`src/rtl/periph_bus_pkg.sv`:
```
// Shared definitions for the peripheral bus master: opcode layout, FSM encoding
// and response codes.
package periph_bus_pkg;

    localparam int DATA_W = 16;
    localparam int ADDR_W = 2;
    localparam int IDX_W  = 3;

    localparam int OP_WRITE_BIT = 7;
    localparam int OP_IDX_LSB   = 4;
    localparam int OP_ADDR_LSB  = 0;

    localparam logic [7:0] OP_WRITE_MASK = 8'h80;
    localparam logic [7:0] OP_IDX_MASK   = 8'h70;
    localparam logic [7:0] OP_ADDR_MASK  = 8'h03;

    localparam logic [7:0] ACK_OK     = 8'hA5;
    localparam logic [7:0] ACK_BADSEL = 8'hE5;

    typedef enum logic [3:0] {
        ST_IDLE,
        ST_WLO,
        ST_WHI,
        ST_WSTB,
        ST_RSTB,
        ST_RCAP,
        ST_RSPLO,
        ST_RSPHI,
        ST_RSPACK
    } state_e;

    function automatic logic op_is_write(input logic [7:0] op);
        return op[OP_WRITE_BIT];
    endfunction

    function automatic logic [IDX_W-1:0] op_index(input logic [7:0] op);
        return op[OP_IDX_LSB +: IDX_W];
    endfunction

    function automatic logic [ADDR_W-1:0] op_addr(input logic [7:0] op);
        return op[OP_ADDR_LSB +: ADDR_W];
    endfunction

endpackage

```
`src/rtl/periph_bus_master.sv`:
```
// Byte-stream driven initiator for the peripheral bus: decodes read/write
// commands, issues single-cycle strobes and returns data or an acknowledge.
module periph_bus_master
    import periph_bus_pkg::*;
#(
    parameter int NUM_SEL        = 4,
    parameter int TIMEOUT_CYCLES = 1000
) (
    input  logic                      clk_i,
    input  logic                      rstn_i,
    input  logic [7:0]                cmd_data_i,
    input  logic                      cmd_valid_i,
    output logic                      cmd_ready_o,
    output logic [7:0]                rsp_data_o,
    output logic                      rsp_valid_o,
    input  logic                      rsp_ready_i,
    output logic [NUM_SEL-1:0]        sel_o,
    output logic                      read_o,
    output logic                      write_o,
    output logic [ADDR_W-1:0]         addr_o,
    output logic [DATA_W-1:0]         data_o,
    input  logic [NUM_SEL*DATA_W-1:0] data_i
);

    localparam int CNT_W = (TIMEOUT_CYCLES > 1) ? $clog2(TIMEOUT_CYCLES + 1) : 1;
    localparam logic [CNT_W-1:0] CNT_LAST =
        (TIMEOUT_CYCLES == 0) ? '0 : CNT_W'(TIMEOUT_CYCLES - 1);

    state_e             state;
    logic [IDX_W-1:0]   idx_q;
    logic [DATA_W-1:0]  rd_buf;
    logic [CNT_W-1:0]   tcnt;

    logic               cmd_fire;
    logic               timeout_hit;
    logic [NUM_SEL-1:0] op_dec;
    logic [NUM_SEL-1:0] sel_dec;
    logic [DATA_W-1:0]  rd_slice;
    logic [7:0]         ack_byte;

    assign cmd_fire    = cmd_valid_i & cmd_ready_o;
    assign timeout_hit = (TIMEOUT_CYCLES != 0) && (tcnt == CNT_LAST);
    assign ack_byte    = (|sel_dec) ? ACK_OK : ACK_BADSEL;

    // Out-of-range indices decode to all zeros, which suppresses every strobe.
    always_comb begin
        // NOTE: defaults first so no path leaves a variable unassigned (no latch).
        op_dec   = '0;
        sel_dec  = '0;
        rd_slice = '0;
        for (int k = 0; k < NUM_SEL; k++) begin
            op_dec[k]  = (op_index(cmd_data_i) == IDX_W'(k));
            sel_dec[k] = (idx_q == IDX_W'(k));
            if (sel_dec[k]) begin
                rd_slice = data_i[k*DATA_W +: DATA_W];
            end
        end
    end

    // NOTE: all state and outputs are registers, so only non-blocking assignments here.
    always_ff @(posedge clk_i or negedge rstn_i) begin
        if (!rstn_i) begin
            state       <= ST_IDLE;
            idx_q       <= '0;
            rd_buf      <= '0;
            tcnt        <= '0;
            cmd_ready_o <= 1'b0;
            rsp_data_o  <= '0;
            rsp_valid_o <= 1'b0;
            sel_o       <= '0;
            read_o      <= 1'b0;
            write_o     <= 1'b0;
            addr_o      <= '0;
            data_o      <= '0;
        end else begin
            case (state)
                ST_IDLE: begin
                    cmd_ready_o <= 1'b1;
                    tcnt        <= '0;
                    if (cmd_fire) begin
                        idx_q  <= op_index(cmd_data_i);
                        addr_o <= op_addr(cmd_data_i);
                        if (op_is_write(cmd_data_i)) begin
                            state <= ST_WLO;
                        end else begin
                            state       <= ST_RSTB;
                            cmd_ready_o <= 1'b0;
                            sel_o       <= op_dec;
                            read_o      <= |op_dec;
                        end
                    end
                end

                ST_WLO, ST_WHI: begin
                    if (cmd_fire) begin
                        tcnt <= '0;
                        if (state == ST_WLO) begin
                            data_o[7:0] <= cmd_data_i;
                            state       <= ST_WHI;
                        end else begin
                            data_o[15:8] <= cmd_data_i;
                            state        <= ST_WSTB;
                            cmd_ready_o  <= 1'b0;
                            sel_o        <= sel_dec;
                            write_o      <= |sel_dec;
                        end
                    end else if (timeout_hit) begin
                        // Partial command is dropped silently; ready stays high in IDLE.
                        tcnt  <= '0;
                        state <= ST_IDLE;
                    end else begin
                        tcnt <= tcnt + 1'b1;
                    end
                end

                ST_WSTB: begin
                    write_o     <= 1'b0;
                    sel_o       <= '0;
                    rsp_data_o  <= ack_byte;
                    rsp_valid_o <= 1'b1;
                    state       <= ST_RSPACK;
                end

                ST_RSTB: begin
                    read_o <= 1'b0;
                    sel_o  <= '0;
                    state  <= ST_RCAP;
                end

                // Peripherals register their read data, so it is valid one cycle after the strobe.
                ST_RCAP: begin
                    rd_buf      <= rd_slice;
                    rsp_data_o  <= rd_slice[7:0];
                    rsp_valid_o <= 1'b1;
                    state       <= ST_RSPLO;
                end

                ST_RSPLO: begin
                    if (rsp_ready_i) begin
                        rsp_data_o <= rd_buf[15:8];
                        state      <= ST_RSPHI;
                    end
                end

                ST_RSPHI, ST_RSPACK: begin
                    if (rsp_ready_i) begin
                        rsp_valid_o <= 1'b0;
                        rsp_data_o  <= '0;
                        cmd_ready_o <= 1'b1;
                        state       <= ST_IDLE;
                    end
                end

                default: begin
                    state <= ST_IDLE;
                end
            endcase
        end
    end

endmodule

```
`config.mk`:
```
export PLATFORM = sky130hd
export DESIGN_NAME = periph_bus_master
export DESIGN_NICKNAME = d
export VERILOG_FILES = /design/src/rtl/periph_bus_pkg.sv /design/src/rtl/periph_bus_master.sv
export SDC_FILE = /design/constraint.sdc
export NUM_CORES = 1
export LEC_CHECK = 0
export CORE_UTILIZATION = 35
export CTS_CLUSTER_DIAMETER = 80
export DETAILED_ROUTE_END_ITERATION = 10
export PLACE_DENSITY = 0.68
export SLEW_MARGIN = 20
export SYNTH_ARGS = -nofsm -noshare
export SYNTH_HDL_FRONTEND = slang
export SYNTH_SLANG_ARGS = --single-unit
```
`constraint.sdc`:
```
create_clock -name clk_i -period 4.3 [get_ports clk_i]
set_input_delay 0.86 -clock clk_i [delete_from_list [all_inputs] [get_ports clk_i]]
set_output_delay 0.86 -clock clk_i [all_outputs]
set_load 0.005 [all_outputs]
```
After elaboration in Yosys (flattened, before gate mapping) --
Index checks and enable logic that the tools add are counted.
Word-level totals: register bits 67, input bits 76, output and inout bits 34, logic and storage cells 102
Operators by class: add/subtract/negate cells 1, equality and inequality tests 22, multiplexer cells 38, bitwise logic cells 2, reduce and logical (&&, ||, !) cells 26
Operators by type and width (count):
- $mux W16 | 4
- $mux W4 | 9
- $pmux W8 S4 | 1
- $pmux W4 S7 | 1
- $mux W10 | 2
- $pmux W10 S2 | 1
- $eq A4 B3 Y1 const B | 4
- $mux W8 | 2
- $reduce_and A3 Y1 | 5
- $eq A3 B2 Y1 const B | 4
- $ne A2 B2 Y1 const B | 6
- $pmux W4 S3 | 1
- $mux W1 | 11
- $add A10 B1 Y10 const B | 1
- $eq A10 B10 Y1 const B | 1
- $eq A4 B2 Y1 const B | 2
- $reduce_and A4 Y1 | 2
- $reduce_bool A2 Y1 | 4
- $reduce_or A2 Y1 | 4
- $reduce_or A4 Y1 | 2
- $mux W7 | 1
- $eq A3 B1 Y1 const B | 2
- $logic_not A3 Y1 | 2
- $pmux W1 S2 | 3
- other kinds (12) | 14

Longest topological paths before layout --
Gate-level depths: netlist (run 1).
depth after elaboration 6, gate-level depth with buffers 8, mapped depth without buffers 6

Worst setup path before layout (run 1) --
No wires, ideal clock.
path kind input to register, from in cmd_valid_i, to reg sel_o[0], library setup time 125 ps, arrival time 1813 ps, data required time 4175 ps, setup slack 2363 ps, cell stages on the path 5, buffers on the path 0, cells stage by stage and2_1 nor2_1 nor2_1 o21ai_1 mux2_2
On the way: longest elaborated chain between the ends 3, elaborated cells on any way between the ends 4
RTL lines:
- start, declared | line periph_bus_master.sv:12 | input logic cmd_valid_i,
- $and A1 B1 Y1 * | line periph_bus_master.sv:41 | assign cmd_fire = cmd_valid_i & cmd_ready_o;
- $ne A2 B2 Y1 (no line)
- $reduce_and A5 Y1 (no line) *
- end signal, assigned | line periph_bus_master.sv:88 | sel_o <= op_dec;
- end signal, assigned | line periph_bus_master.sv:104 | sel_o <= sel_dec;
- end, declared | line periph_bus_master.sv:17 | output logic [NUM_SEL-1:0] sel_o,
Mark *: on every way between the ends. The rest lies on a longest branch, timed or not. A chain may end at the register's enable or synchronous reset.

Worst setup path after layout (run 1) --
from in rsp_ready_i, to reg rsp_data_o[6]
On the way: longest elaborated chain between the ends 2, elaborated cells on any way between the ends 3
RTL lines:
- start, declared | line periph_bus_master.sv:16 | input logic rsp_ready_i,
- $ne A2 B2 Y1 (no line)
- $reduce_and A3 Y1 (no line) *
- end signal, assigned | line periph_bus_master.sv:119 | rsp_data_o <= ack_byte;
- end signal, assigned | line periph_bus_master.sv:133 | rsp_data_o <= rd_slice[7:0];
- end signal, assigned | line periph_bus_master.sv:140 | rsp_data_o <= rd_buf[15:8];
- end, declared | line periph_bus_master.sv:14 | output logic [7:0] rsp_data_o,
Marked as above.

==> metrics.yaml, run 1 <==
ys_seq_area_share_pct: 45.0
rows: 34
ctsHoldBuffers: 0
hold_violations: 0
cts_setup_buffers: 0
yosys.cell_types.count: 51
clock-sinks: 59
slew_headroom_pct: 35.6
drv_cap: 0
finalClockSkew_ns: 0.00808
outcome: "completed"
fp.dieH_um: 98.9
criticalPathCategory: "input port to flip-flop"
dp_hpwl_mm: 6.52
insertion_delay_ns: 0.34
synth-async-reset-ratio_pct: 100
synth_warnings: 0
synth_area_leaders: "dfrtp_1 (45%), mux4_2 (8.2%), mux2_2 (7.9%)"
whs_ns: 0.481
detail_route.wl_per_cell_um: 16.9
layout.nets: 473
grt_usage_pct: 18.6
slowest_delay_ns: 0.82
grt_max_degree: 36
grt_pass1_wl_mm: 14.1
clkTransAtPathRegs_ns: 0.07
p_per_area_mw_per_mm2: 632
overflow: 0
antenna_found_initial: 0
cp.arrival_ns: 2.71
vias: 2747
final_cell_count_no_fill: 509
first_pass_iters: 4
syn_inst: 293
cp_max_fo: 13
timing.fmax_mhz: 403
viasPerCell: 5.40
crit_path_cell_trace: "clkdlybuf4s50_1, nor2b_1, a31oi_1, a21oi_1, a22o_1"
clk_path_buf_depth: 2
yosysTopAreaCellShare_pct: 45.0
synth_edf_count: 0
grt_pass1_vias: 2821
cp_slowest_cell: "a31oi_1"
fin_area_mm2: 0.00460
place_ws_ns: 1.45
cts-resized-gates: 0
area_delta_synth_final_pct: 40.0
core-area_mm2: 0.00889
vdd_drop_max_uv: 321
io_pins: 110
leakage_nw: 1.87
setup_slack_ns: 1.82
worst_hold_path_type: "flip-flop to flip-flop"
fillCellCount: 810
cp_top_family: "compound AO/OA/AOI/OAI gates"
yosys.area.top_type: "dfrtp_1"
chipWidth_um: 98.9
routed_wl_mm: 8.59
drcViolationCount: 0
synth_nets: 370
numPlacedInstances: 493
place_area_mm2: 0.00442
yosys_most_used_dff: "dfrtp_1"
slew_viol_final: 0
rsz0062_at_grt: "false"
avgSynthCellArea_um2: 11.2
period_share_pct: 57.7
synthesis.area_mm2: 0.00328
n_antenna_cell: 0
critical_path_buf_inv_count: 1
place.port_buffers: 109
finalSetupViolCount: 0
first_iter_violations: 184
drive_gt1_share_pct: 15.7
cts_root_buf: "clkbuf_8"
fin_crit_ns: 2.48
finalSetupTns_ns: 0
end_kind: "flip-flop"
routabilityCongestion: 0.792
dieArea_mm2: 0.00977
cts_max_level: 3
crit_required_ns: 4.53
initial_core_util_pct: 36.9
numCtsBuffers: 9
synth_seq_cells: 59
p_total_mw: 2.91
utilization_pct: 51.7
startpoint_type: "input port"
tritoncts: "yes"
rrSetupSlack_ns: 1.86
worst_slew_pin_slew_ns: 0.961
ant_nets: 0
## power breakdown
group	switching [mW]	total [mW]	leakage (nW)	internal (mW)
combinational	0.583	1.39	1.04	0.811
clock	0.208	0.447	0.0905	0.239
sequential	0.289	1.07	0.746	0.777
## state kept, by name, summed over array words and instances, names as in the netlist
| register | flops |
|---|---|
| addr_o | 2 |
| tcnt | 10 |
| idx_q | 3 |
| data_o | 16 |
| sel_o | 4 |
| cmd_ready_o | 1 |
| rsp_data_o | 8 |
| read_o | 1 |
| rsp_valid_o | 1 |
| write_o | 1 |
| rd_buf | 8 |
| state | 4 |
## cells by family (layout without fill, tap and decap cells)
family,after synthesis,in the layout,share of synthesized area (%)
compound gates,83,83,17.9
xor+xnor,2,2,0.534
fa+ha+maj,1,1,0.381
buf+inv,22,130,3.24
flops,59,59,45.0
mux,45,45,19.2
simple gates,81,81,13.8
## worst reg2reg max path, cell delays in order, from the launching register on
cell	delay [ns]
dfrtp_1	0.80
nand2b_1	0.24
nand2b_1	0.37
nor2_2	0.54
a22oi_1	0.24
o21ai_1	0.18
## area by class of cell
type | instances | area (um^2) | area share [%]
multi-input cells | 212 | 1700 | 37.0
flip-flops and latches | 59 | 1480 | 32.1
repair buffers | 111 | 1100 | 24.0
clock buffers | 14 | 163 | 3.54
well taps | 108 | 135 | 2.94
inverters | 3 | 11.3 | 0.245
clock inverters | 2 | 10.0 | 0.218
## per-layer routing
metal / share of wire, % / vias to the layer above / routed length, um / GRT usage [%]
li1: - / 1316 / - / -
met3: 3.5 / 12 / 304 / 4.61
met4: 1.3 / 0 / 114 / 6.31
met1: 45 / 1357 / 3830 / 24.7
met2: 51 / 62 / 4340 / 29.7
met5: 0 / - / 0 / 0
## synth_stat cells, drive strengths merged, types with 2 or more instances
cell / count
o21a: 3
a211oi: 4
clkbuf: 4
nand2b: 8
nand3b: 2
mux4: 12
a21oi: 10
nor2b: 4
nand2: 28
mux2: 24
nor2: 12
and3: 4
nand3: 6
buf: 15
a32o: 2
dfrtp: 59
nor3: 9
a221oi: 4
a22o: 14
a31oi: 7
nor4: 2
nor3b: 2
mux2i: 9
inv: 3
a22oi: 7
and2: 2
o21ai: 24
## layout by cell type (no fill, tap or decap), types with 4 or more instances in the layout
master / count
a21oi_1: 9
a221oi_1: 4
a22o_1: 14
a22oi_1: 7
a31oi_1: 7
and3_1: 4
clkbuf_8: 11
clkdlybuf4s50_1: 108
dfrtp_1: 59
mux2_2: 23
mux2i_1: 9
mux4_2: 12
nand2_1: 28
nand2b_1: 7
nand3_1: 6
nor2_1: 10
nor2b_1: 4
nor3_1: 6
o21ai_0: 14
o21ai_1: 10
## path summary, 6_finish.rpt
kind                                   from             to  depth (start not counted)
worst min-delay path             data_o[12]     data_o[12]                          2
max in group asynchronous            rstn_i  rsp_data_o[7]                          2
min in group asynchronous            rstn_i      data_o[4]                          1
worst max-delay path            rsp_ready_i  rsp_data_o[6]                          5
worst max register to register     state[2]  rsp_data_o[4]                          5
worst min register to register   data_o[12]     data_o[12]                          2
(Power assumes the default switching activity.)
==> run 2: changes to the inputs <==
Settings changed: PLACE_DENSITY 0.68 to 0.7.
Clock period 4.3 ns to 2.2 ns, I/O delays scaled along.
==> metrics.yaml, run 2 (synthesis gave the netlist of run 1 again) <==
slew_headroom_pct: 61.4  # was 35.6%
grt_usage_pct: 18.9  # was 18.6%
ctsHoldBuffers: 0  # unchanged
slew_viol_final: 0  # unchanged
rows: 34  # unchanged
first_pass_iters: 4  # unchanged
criticalPathCategory: "flip-flop to flip-flop"  # was input port to flip-flop
cp_slowest_cell: "dfrtp_1"  # was a31oi_1
seqPwrFrac_pct: 31.9  # was 36.7%
critical_path_buf_inv_count: 1  # unchanged
drv_cap: 0  # unchanged
final_cell_mix: "clkdlybuf4s50_1 (108), dfrtp_1 (59), nand2_1 (28)"  # unchanged
core-area_mm2: 0.00889  # unchanged
startpoint_type: "flip-flop"  # was input port
initial_core_util_pct: 36.9  # unchanged
area_delta_synth_final_pct: 44.9  # was 40.0%
cp_max_fo: 14  # was 13
largest_register_ffs: 16  # unchanged
first_iter_violations: 144  # was 184
rsz0062_at_grt: "false"  # unchanged
cts_max_level: 3  # unchanged
leakage_nw: 1.97  # was 1.87 nW
timing.fmax_mhz: 519
hold_violations: 0  # unchanged
grt_pass1_wl_mm: 14.4  # was 14.1 mm
grt_max_degree: 39  # was 36
overflow: 0  # unchanged
drive_gt1_share_pct: 19.3  # was 15.7%
cts_root_buf: "clkbuf_8"  # unchanged
dieArea_mm2: 0.00977  # unchanged
n_antenna_cell: 0  # unchanged
worst_slew_pin_slew_ns: 0.578  # was 0.961 ns
finalSetupViolCount: 0  # unchanged
antenna_found_initial: 0  # unchanged
layout.nets: 489  # was 473
fp.dieH_um: 98.9  # unchanged
vdd_drop_max_uv: 663  # was 321 uV
p_sw_mw: 2.14  # was 1.08 mW
whs_ns: 0.0659  # was 0.481 ns
slowest_delay_ns: 0.53  # was 0.82 ns
place.port_buffers: 109  # unchanged
p_int_mw: 3.79  # was 1.83 mW
final_common_cell: "clkdlybuf4s50_1"  # unchanged
worst_hold_path_type: "input port to async pin"  # was flip-flop to flip-flop
cp_top_family: "flip-flops"  # was compound AO/OA/AOI/OAI gates
insertion_delay_ns: 0.34  # about the same
tritoncts: "yes"  # unchanged
fin_crit_ns: 1.93
clock-sinks: 59  # unchanged
io_pins: 110  # unchanged
top_register: "data_o"  # unchanged
clk_path_buf_depth: 2  # unchanged
pwr-share-clk_pct: 15.7  # was 15.4%
grt_pass1_vias: 2835  # was 2,821
ant_nets: 0  # unchanged
period_share_pct: 87.6
end_kind: "flip-flop"  # unchanged
routed_wl_mm: 8.71  # was 8.59 mm
finalSetupTns_ns: 0  # unchanged
chipWidth_um: 98.9  # unchanged
combPwrFrac_pct: 52.4  # was 48.0%
cp.arrival_ns: 2.14  # was 2.71 ns
dp_hpwl_mm: 6.68  # was 6.52 mm
p_sw_share_pct: 36.1  # was 37.2%
top_regs: "data_o x16, tcnt x10"  # unchanged
crit_path_cell_trace: "buf_4, nor3_2, nand2_1, a21oi_2, a311oi_2, mux2_1"  # was clkdlybuf4s50_1, nor2b_1, a31oi_1, a21oi_1, a22o_1
detail_route.wl_per_cell_um: 16.7  # was 16.9 um
outcome: "completed"  # unchanged
numCtsBuffers: 9  # unchanged
crit_required_ns: 2.42  # was 4.53 ns
clkTransAtPathRegs_ns: 0.06  # was 0.07 ns
routabilityCongestion: 0.835  # was 0.792
vias: 2784  # was 2,747
p_per_area_mw_per_mm2: 1250  # was 632 mW/mm^2
finalClockSkew_ns: 0.00817  # was 0.00808 ns
drcViolationCount: 0  # unchanged
viasPerCell: 5.32  # was 5.40
run 2: power by group through the flow:
stage                     clock network [mW]  registers, mW  logic [mW]
after floorplan                            0           1.77        1.98
after global placement                     0           1.89        3.06
after detailed placement                   0           1.90        3.11
after CTS                              0.956           1.89        3.12
after global routing                   0.996           1.95        3.41
final                                  0.929           1.89        3.11
run 2: worst reg2reg max path, delay by kind of cell (launching register included):
| kind | cells | cell delay (ns) |
|---|---|---|
| mux | 1 | 0.33 |
| compound gates | 2 | 0.35 |
| flops | 1 | 0.53 |
| buf+inv | 1 | 0.27 |
| simple gates | 2 | 0.33 |
run 2: metal layers:
metal	vias up	share of wire [%]	global-route usage, %
li1	1356	-	-
met1	1366	45	25.4
met2	56	50	30.4
met3	6	3.8	4.82
met4	0	0.92	5.17
met5	-	0	0
run 2: area by class of cell:
type                            count  area, um^2
Clock inverter                      3        40.0
Timing Repair Buffer              127        1250
Sequential cell                    59        1480
Tap cell                          108         135
Clock buffer                       11         141
Inverter                            3        11.3
Fill cell                         796        4130
Multi-Input combinational cell    212        1710
run 2: worst paths after layout:
check | startpoint | to | slack, ns | cells after the start
worst max-delay path | state[1] | state[0] | 0.27 | 6
worst min-delay path | rstn_i | data_o[2] | 0.07 | 1
worst max register to register | state[1] | state[0] | 0.27 | 6
worst min register to register | rsp_data_o[3] | rsp_data_o[3] | 0.50 | 2
max in group asynchronous | rstn_i | rsp_data_o[1] | 1.54 | 2
min in group clk_i | rsp_data_o[3] | rsp_data_o[3] | 0.50 | 2
run 2: repair_timing:
item | in CTS | in global routing
buffers inserted | 0 | 0
setup endpoints to repair | 0 | 8
resized for setup | 0 | 1
run 2: metrics by stage:
step                      setup slack [ns]  cell area [um^2]  instances  power, mW  utilization [%]
after floorplan                      0.495              3280        293       3.75                -
after global placement             -0.0705              4570        509       4.95             51.4
after detailed placement            -0.116              4570        509       5.01             51.4
after CTS                           0.0963              4750        523       5.97             53.4
after global routing                0.0993              4760        523       6.37             53.5
final                                0.274              4760        523       5.93             53.5
